$ cat config.mk
export PLATFORM = sky130hd
export DESIGN_NAME = sha256_msg_sequencer_flat
export DESIGN_NICKNAME = d
export VERILOG_FILES = /design/src/rtl/sha256_msg_sequencer_if.sv /design/src/rtl/sha256_msg_sequencer.sv /design/src/flat_wrapper.sv
export SDC_FILE = /design/constraint.sdc
export NUM_CORES = 1
export LEC_CHECK = 0
export CORE_AREA = 2 2 413 415
export CTS_CLUSTER_SIZE = 10
export DETAILED_ROUTE_END_ITERATION = 8
export DIE_AREA = 0 0 415 417
export HOLD_SLACK_MARGIN = 0.12
export SLEW_MARGIN = 20
export SYNTH_ARGS = -nofsm -noshare
export SYNTH_HDL_FRONTEND = slang
export SYNTH_SLANG_ARGS = --single-unit
$ cat constraint.sdc
create_clock -name clk -period 11.7 [get_ports clk]
set_input_delay 1.755 -clock clk [delete_from_list [all_inputs] [get_ports clk]]
set_output_delay 1.755 -clock clk [all_outputs]
set_load 0.02 [all_outputs]
$ cat src/rtl/sha256_msg_sequencer_if.sv
`timescale 1ns/1ps
// sha256_msg_sequencer_if
//   Word stream from a DMA/stream source into sha256_msg_sequencer.
//   Handshake: a word transfers on a rising clk edge where s_valid and s_ready
//   are both high. s_valid, s_data and s_last must be held stable by the
//   master until that edge; s_ready may change without regard to s_valid.
//   s_last is only meaningful while s_valid is high.
//   Signals:
//     s_valid  master->slave  word present
//     s_data   master->slave  32-bit word, big-endian (first byte in [31:24])
//     s_last   master->slave  final word of the message
//     s_ready  slave->master  word can be taken this cycle
interface sha256_msg_sequencer_if;
   logic        s_valid;
   logic [31:0] s_data;
   logic        s_last;
   logic        s_ready;

   modport master (output s_valid, output s_data, output s_last, input s_ready);
   modport slave  (input s_valid, input s_data, input s_last, output s_ready);
endinterface

$ cat src/rtl/sha256_msg_sequencer.sv
`timescale 1ns/1ps
// sha256_msg_sequencer
//   Packs a word-aligned message into 512-bit blocks, applies SHA-256 padding
//   and the 64-bit bit length, drives init/next of sha256_core and captures
//   the final digest.
//   Ports:
//     clk, reset         clock (rising edge), synchronous active-high reset
//     s                  word stream (slave side of sha256_msg_sequencer_if)
//     core_init/next     one-cycle block start pulses to the core
//     core_mode          always 1 (SHA-256)
//     core_block         current block, word 0 in [511:480]
//     core_ready         core idle
//     core_digest(_valid) core result
//     digest(_valid)     captured final digest, held until the next message
//     busy               high outside IDLE and DONE
//     state_dbg          current FSM state encoding
module sha256_msg_sequencer #(
   parameter int WCNT_W = 32
) (
   input  logic                   clk,
   input  logic                   reset,
   sha256_msg_sequencer_if.slave  s,
   output logic                   core_init,
   output logic                   core_next,
   output logic                   core_mode,
   output logic [511:0]           core_block,
   input  logic                   core_ready,
   input  logic [255:0]           core_digest,
   input  logic                   core_digest_valid,
   output logic [255:0]           digest,
   output logic                   digest_valid,
   output logic                   busy,
   output logic [2:0]             state_dbg
);

   typedef enum logic [2:0] {
      ST_IDLE, ST_LOAD, ST_PAD, ST_ISSUE, ST_SETTLE, ST_WAIT, ST_DONE
   } state_t;

   state_t             state, state_next;
   logic [31:0]        blk_buf [16];
   logic [4:0]         idx;
   logic [WCNT_W-1:0]  wcnt;
   logic [WCNT_W-1:0]  blk_cnt;
   logic               final_q;
   logic               pad_pending;
   logic               len_pending;
   logic               accept;
   logic [63:0]        len64;

   // Message length in bits: words * 32.
   assign len64     = {{(59-WCNT_W){1'b0}}, wcnt, 5'b0};
   assign core_mode = 1'b1;
   assign state_dbg = state;

   always_comb begin
      core_block = '0;
      for (int i = 0; i < 16; i++) begin
         core_block[511-32*i -: 32] = blk_buf[i];
      end
   end

   always_comb begin
      state_next = state;
      s.s_ready  = 1'b0;
      busy       = 1'b1;
      accept     = 1'b0;
      case (state)
         ST_IDLE, ST_DONE: begin
            s.s_ready = 1'b1;
            busy      = 1'b0;
            accept    = s.s_valid;
            if (s.s_valid) state_next = s.s_last ? ST_PAD : ST_LOAD;
         end
         ST_LOAD: begin
            s.s_ready = 1'b1;
            accept    = s.s_valid;
            if (s.s_valid) begin
               // A full buffer goes straight to the core; padding follows
               // in a later block when this was also the last word.
               if (idx == 5'd15)  state_next = ST_ISSUE;
               else if (s.s_last) state_next = ST_PAD;
            end
         end
         ST_PAD:    state_next = ST_ISSUE;
         ST_ISSUE:  if (core_ready) state_next = ST_SETTLE;
         // core_ready may still be high from before the pulse was seen.
         ST_SETTLE: state_next = ST_WAIT;
         ST_WAIT: begin
            if (core_ready) begin
               if (final_q) begin
                  if (core_digest_valid) state_next = ST_DONE;
               end else if (pad_pending || len_pending) begin
                  state_next = ST_ISSUE;
               end else begin
                  state_next = ST_LOAD;
               end
            end
         end
         default: state_next = ST_IDLE;
      endcase
   end

   always_ff @(posedge clk) begin
      if (reset) begin
         state        <= ST_IDLE;
         idx          <= '0;
         wcnt         <= '0;
         blk_cnt      <= '0;
         final_q      <= 1'b0;
         pad_pending  <= 1'b0;
         len_pending  <= 1'b0;
         core_init    <= 1'b0;
         core_next    <= 1'b0;
         digest       <= '0;
         digest_valid <= 1'b0;
         for (int i = 0; i < 16; i++) blk_buf[i] <= '0;
      end else begin
         state     <= state_next;
         core_init <= 1'b0;
         core_next <= 1'b0;
         case (state)
            ST_IDLE, ST_DONE: begin
               if (accept) begin
                  blk_buf[0]   <= s.s_data;
                  idx          <= 5'd1;
                  wcnt         <= WCNT_W'(1);
                  blk_cnt      <= '0;
                  final_q      <= 1'b0;
                  pad_pending  <= 1'b0;
                  len_pending  <= 1'b0;
                  digest_valid <= 1'b0;
               end
            end
            ST_LOAD: begin
               if (accept) begin
                  blk_buf[idx[3:0]] <= s.s_data;
                  idx               <= idx + 5'd1;
                  wcnt              <= wcnt + WCNT_W'(1);
                  if (s.s_last && idx == 5'd15) pad_pending <= 1'b1;
               end
            end
            ST_PAD: begin
               // idx points at the first unused word.
               for (int i = 0; i < 16; i++) begin
                  if (5'(i) == idx) begin
                     blk_buf[i] <= 32'h8000_0000;
                  end else if (5'(i) > idx) begin
                     if (idx <= 5'd13 && i == 14)      blk_buf[i] <= len64[63:32];
                     else if (idx <= 5'd13 && i == 15) blk_buf[i] <= len64[31:0];
                     else                              blk_buf[i] <= '0;
                  end
               end
               if (idx <= 5'd13) final_q     <= 1'b1;
               else              len_pending <= 1'b1;
            end
            ST_ISSUE: begin
               if (core_ready) begin
                  core_init <= (blk_cnt == '0);
                  core_next <= (blk_cnt != '0);
                  blk_cnt   <= blk_cnt + WCNT_W'(1);
               end
            end
            ST_WAIT: begin
               if (core_ready) begin
                  if (final_q) begin
                     if (core_digest_valid) begin
                        digest       <= core_digest;
                        digest_valid <= 1'b1;
                     end
                  end else if (pad_pending) begin
                     blk_buf[0] <= 32'h8000_0000;
                     for (int i = 1; i < 14; i++) blk_buf[i] <= '0;
                     blk_buf[14] <= len64[63:32];
                     blk_buf[15] <= len64[31:0];
                     final_q     <= 1'b1;
                     pad_pending <= 1'b0;
                  end else if (len_pending) begin
                     for (int i = 0; i < 14; i++) blk_buf[i] <= '0;
                     blk_buf[14] <= len64[63:32];
                     blk_buf[15] <= len64[31:0];
                     final_q     <= 1'b1;
                     len_pending <= 1'b0;
                  end else begin
                     idx <= '0;
                  end
               end
            end
            default: ;
         endcase
      end
   end

endmodule

$ cat src/flat_wrapper.sv
// flat-port wrapper written by rule: the top's interface ports become plain ports
module sha256_msg_sequencer_flat 
#(
   parameter int WCNT_W = 32
)
  (clk, reset, core_init, core_next, core_mode, core_block, core_ready, core_digest, core_digest_valid, digest, digest_valid, busy, state_dbg, s_s_valid, s_s_data, s_s_last, s_s_ready);
  sha256_msg_sequencer_if s_i ();
  input  logic clk;
  input  logic reset;
  output logic core_init;
  output logic core_next;
  output logic core_mode;
  output logic [511:0] core_block;
  input  logic core_ready;
  input  logic [255:0] core_digest;
  input  logic core_digest_valid;
  output logic [255:0] digest;
  output logic digest_valid;
  output logic busy;
  output logic [2:0] state_dbg;
  input wire logic [$bits(s_i.s_valid)-1:0] s_s_valid;
  input wire logic [$bits(s_i.s_data)-1:0] s_s_data;
  input wire logic [$bits(s_i.s_last)-1:0] s_s_last;
  output wire logic [$bits(s_i.s_ready)-1:0] s_s_ready;
  assign s_i.s_valid = s_s_valid;
  assign s_i.s_data = s_s_data;
  assign s_i.s_last = s_s_last;
  assign s_s_ready = s_i.s_ready;
  sha256_msg_sequencer #(.WCNT_W(WCNT_W)) u_core (.clk(clk), .reset(reset), .s(s_i), .core_init(core_init), .core_next(core_next), .core_mode(core_mode), .core_block(core_block), .core_ready(core_ready), .core_digest(core_digest), .core_digest_valid(core_digest_valid), .digest(digest), .digest_valid(digest_valid), .busy(busy), .state_dbg(state_dbg));
endmodule
# After elaboration in Yosys (flattened, before gate mapping)
# Memories as Yosys holds them, arrays and structs flattened.
# Cells that the tools add are included.
totals:
  ff_bits: 334
  ramBits: 512
  inputBits: 294
  elab_cells: 458
  n_memories: 1
classes:
  add_sub_neg: 3
  magnitude_cmp: 17
  n_eq_ne: 38
  mux: 295
  n_bitwise: 69
  reduce_logical: 24
mem_list:
  columns: ["name", "words", "width", "read_ports", "rd_clocked_by_memory_dff", "wr", "line", "rtl"]
  rows:
  - ["u_core.blk_buf", 16, 32, 16, 0, 16, "sha256_msg_sequencer.sv:41", "logic [31:0] blk_buf [16];"]
ops:
  columns: ["cell", "n"]
  rows:
  - ["$mux W32", 72]
  - ["$mux W1", 198]
  - ["$pmux W32 S2", 2]
  - ["$or A1 B1 Y1", 67]
  - ["$add A32 B1 Y32 const B", 2]
  - ["$eq A4 B5 Y1 const A", 8]
  - ["$gt A4 B5 Y1 const A", 8]
  - ["$logic_not A32 Y1", 1]
  - ["$reduce_bool A32 Y1", 1]
  - ["$reduce_or A32 Y1", 1]
  - ["$mux W5", 6]
  - ["$mux W3", 8]
  - ["$eq A3 B5 Y1 const A", 4]
  - ["$gt A3 B5 Y1 const A", 4]
  - ["$ne A2 B2 Y1 const B", 9]
  - ["$pmux W3 S6", 1]
  - ["$reduce_and A6 Y1", 3]
  - ["$pmux W5 S3", 1]
  - ["$eq A2 B5 Y1 const A", 2]
  - ["$gt A1 B5 Y1 const A", 2]
  - ["$gt A2 B5 Y1 const A", 2]
  - ["$ne A2 B1 Y1 const B", 5]
  - ["$eq A3 B3 Y1 const B", 3]
  - ["$pmux W1 S3", 3]
  - ["24 further kinds", 33]

# Depth between registers and ports, before layout
logic_depth:
  word_depth: 13
  depth_mapped: 9
  ltp_nobuf: 7

# Least setup slack after synthesis
# OpenSTA, ideal clock, no wires.
synth_timing:
  path_kind: "input to register"
  from: "input port reset"
  to: "memory u_core.blk_buf[11][0] (enable)"
  setup_time_ns: 0.533
  t_arrival_ns: 6.225
  t_required_ns: 11.167
  setup_slack_ns: 4.941
  cell_stages: 5
  path_buffers: 2
  cell_sequence: "clkbuf_1 -> inv_1 -> clkbuf_1 -> nand3_1 -> o311ai_0"
synth_rtl:
  columns: ["element", "line", "rtl"]
  rows:
  - ["start, declared", "flat_wrapper.sv:9", "input logic reset;"]
  - ["end, declared", "sha256_msg_sequencer.sv:41", null]

==> flow_metrics.env <==
export IMPL_cp_start_kind="input pin"
export IMPL_htreeDepth=3
export IMPL_clk_pin_slew_ps=60
export IMPL_syn_avg_cell_area_um2=11.3
export IMPL_cts_sinks=846
export IMPL_port_buffer_count=1069
export IMPL_fin_worst_skew_ps=48.7
export IMPL_worst_path_max_delay_cell="buf_4"
export IMPL_postCtsHoldBufs=0
export IMPL_die_w_um=415
export IMPL_min_from="u_core.digest[18]$_SDFFE_PP0P_"
export IMPL_wl_mm=147
export IMPL_dpl_worst_slack_ps=5460
export IMPL_p_leak_nw=17.0
export IMPL_dr_first_iter_drc_count=2349
export IMPL_end_kind="register"
export IMPL_syn_num_nets=3163
export IMPL_regArea_mm2=0.0221
export IMPL_cts_buffers=103
export IMPL_nNetsFinal=4166
export IMPL_syn_area_mm2=0.0325
export IMPL_whs_path_depth=2
export IMPL_min_to="u_core.digest[18]$_SDFFE_PP0P_"
export IMPL_drive_gt1_share_pct=6.21
export IMPL_drtAntennaViolNets=0
export IMPL_grt_pass1_vias=25144
export IMPL_root_buffer="clkbuf_16"
export IMPL_cp_max_fo=106
export IMPL_synth_ff_type="edfxtp_1"
export IMPL_num_vias=26085
export IMPL_r2r_end="u_core.blk_buf[10][28]$_SDFFCE_PN0P_"
export IMPL_track_usage_pct=16.3
export IMPL_yosysWarningCount=0
export IMPL_reg2reg_depth=7
export IMPL_ios=1071
export IMPL_grt_max_degree=203
export IMPL_area_growth_pct=50.2
export IMPL_top_layer="met5"
export IMPL_fin_crit_ps=5290
export IMPL_cap_violations=0
export IMPL_startpoint="reset"
export IMPL_rsz0062_at_grt="no"
export IMPL_hpwl_mm=105
export IMPL_crit_chain="buf_8, inv_1, nand3_1, nor2_4, buf_4, o21ai_0, a21oi_4, buf_16"
export IMPL_fillCellCount=17425
export IMPL_finalSetupViolations=0
export IMPL_core_area_mm2=0.169
export IMPL_reg2reg_from="u_core.state_dbg[0]$_SDFFE_PP0P_"
export IMPL_max_slew_margin_pct=20.8
export IMPL_worst_pin_slew_ps=1190
export IMPL_slowest_delay_ps=780
export IMPL_antenna_found_initial=49
export IMPL_drcViolationCount=0
export IMPL_drtPass1Iterations=6
export IMPL_synth_cell_type_count=70
export IMPL_rows=151
export IMPL_wl_met2_mm=78.8
export IMPL_criticalPathCategory="input pin to register"
export IMPL_fin_crit_sh_pct=45.2
export IMPL_max_vdd_ir_drop_uv=124
export IMPL_syn_inst=2862
export IMPL_timing_final_hold_violations=0
export IMPL_yosys_top_cells_area="edfxtp_1 (47%), dfxtp_1 (21%), nand2_1 (6.7%)"
export IMPL_routabilityCongestion=0.851
export IMPL_setup_ws_ps=6410
export IMPL_cts_tree="done"
export IMPL_worstHoldPathType="register to register"
export IMPL_outcome="complete, no violations"
export IMPL_die_area_mm2=0.173
export IMPL_arrival_ps=5710
export IMPL_r2r_slack_ps=7010
export IMPL_p_per_area_mw_per_mm2=156
export IMPL_fmax_mhz=189
export IMPL_multiInputGateArea_mm2=0.00959
export IMPL_die_h_um=417
export IMPL_synth_edff_count=512
export IMPL_ys_seq_elements=846
export IMPL_wl_met1_mm=49.6
export IMPL_yosys_area_top_type="edfxtp_1"
export IMPL_yosysTopAreaCellShare_pct=47.3
export IMPL_wl_met3_mm=11.2
export IMPL_overflow=0
export IMPL_async_reset_ff_share_pct=0
export IMPL_ys_seq_area_share_pct=67.9
export IMPL_grt_pass1_wl_mm=199
export IMPL_initial_core_util_pct=19.3
export IMPL_fin_setup_tns_ps=0
export IMPL_wl_per_cell_um=23.9
export IMPL_yosysMostFrequentCell="nand2_1"
export IMPL_clock_latency_ps=750
export IMPL_crit_required_ps=12120
export IMPL_cts_resized=0
export IMPL_avgViaCountPerCell=4.24
export IMPL_netlist_top_cells_count="nand2_1 (582), edfxtp_1 (512), and2_1 (349)"
export IMPL_slew_viol_final=0
export IMPL_clock_path_buffers=3
export IMPL_post_cts_setup_buffers=0
## worst max path at each step
stage                                            to  slack, ps  depth (start not counted)
6_report       u_core.blk_buf[10][28]$_SDFFCE_PN0P_       6410                          8
4_1_cts        u_core.blk_buf[10][20]$_SDFFCE_PN0P_       6280                          6
3_3_place_gp   u_core.blk_buf[10][18]$_SDFFCE_PN0P_       5540                          7
5_1_grt        u_core.blk_buf[10][16]$_SDFFCE_PN0P_       6240                          7
2_1_floorplan   u_core.blk_buf[11][0]$_SDFFCE_PN0P_       4940                          5
3_5_place_dp   u_core.blk_buf[10][18]$_SDFFCE_PN0P_       5460                          6
## cell usage in the layout, fill, tap and decap left out, types with 6 or more instances in the layout
cell,netlist,layout
clkdlybuf4s50_1,0,1065
nand2_1,582,578
edfxtp_1,512,512
and2_1,349,349
dfxtp_1,334,334
a21oi_1,294,293
and3_1,140,133
clkbuf_16,0,104
nor2_1,76,74
buf_4,2,52
a22o_1,31,31
nand3_1,31,29
o21ai_0,28,26
nand4_1,25,25
diode_2,0,21
nor3_1,23,21
clkbuf_1,206,21
xnor2_1,20,20
nor4_1,16,15
inv_1,14,14
a31oi_1,9,9
or3_1,12,9
a211oi_1,9,9
and4_1,8,8
o31ai_1,7,7
and3_2,1,7
mux2_2,7,7
xor2_1,7,7
nand2b_1,6,6
nor4b_1,6,6
clkbuf_8,0,6
## worst max-delay path, delay by kind of cell
kind	cells	cell delay, ps
compound gates	2	900
buf+inv	4	1730
simple gates	2	1090
## per-stage QoR
step / cells / power, mW / instance area (µm²) / util, % / hold slack [ps]
after global routing: 6136 / 7.85 / 48700 / 28.9 / 468
after floorplan: 2862 / 3.96 / 32500 / - / 443
after CTS: 6130 / 7.71 / 48700 / 28.9 / 453
after global placement: 5976 / 4.68 / 45600 / 27.1 / 441
after detailed placement: 5977 / 4.69 / 45600 / 27.1 / 446
final: 6152 / 7.60 / 48800 / 28.9 / 451
## power breakdown
group	internal [mW]	total [mW]	switching (mW)
clock	1.69	2.99	1.29
sequential	3.38	3.46	0.0833
combinational	0.446	1.15	0.705
total	5.52	7.60	2.08
## kinds of logic (layout without fill, tap and decap cells)
family,count (synthesis),in the layout,share of synthesized area (%)
and+or+nand+nor,1308,1308,20.3
DFF,846,846,67.9
AOI/OAI and AO/OA,422,422,7.47
buffers and inverters,242,1293,2.96
xor gates and xnor gates,27,27,0.728
muxes,9,9,0.304
adders and majority gates,7,7,0.270
other,1,22,0.0115
## per-layer routing
layer	vias to the layer above	GRT usage, %
met2	1271	30.7
met1	12567	16.7
met4	30	7.73
met5	-	0
li1	11932	-
met3	285	4.10
## final cells by class
cell class                      instances  area share [%]
Sequential cell                       846            45.2
Tap cell                             2218            5.69
Antenna cell                           21           0.108
Timing Repair Buffer                 1125            22.9
Clock buffer                          131            5.67
Clock inverter                         22           0.590
Inverter                               15           0.115
Multi-Input combinational cell       1774            19.7
## state kept, by name, summed over array words and instances, names as in the netlist, 3 cells and up
signal,cells
u_core.blk_buf,512
u_core.idx,5
u_core.blk_cnt,32
u_core.wcnt,32
u_core.digest,256
u_core.state_dbg,3
No activity file was read; power rests on OpenSTA's default activity.
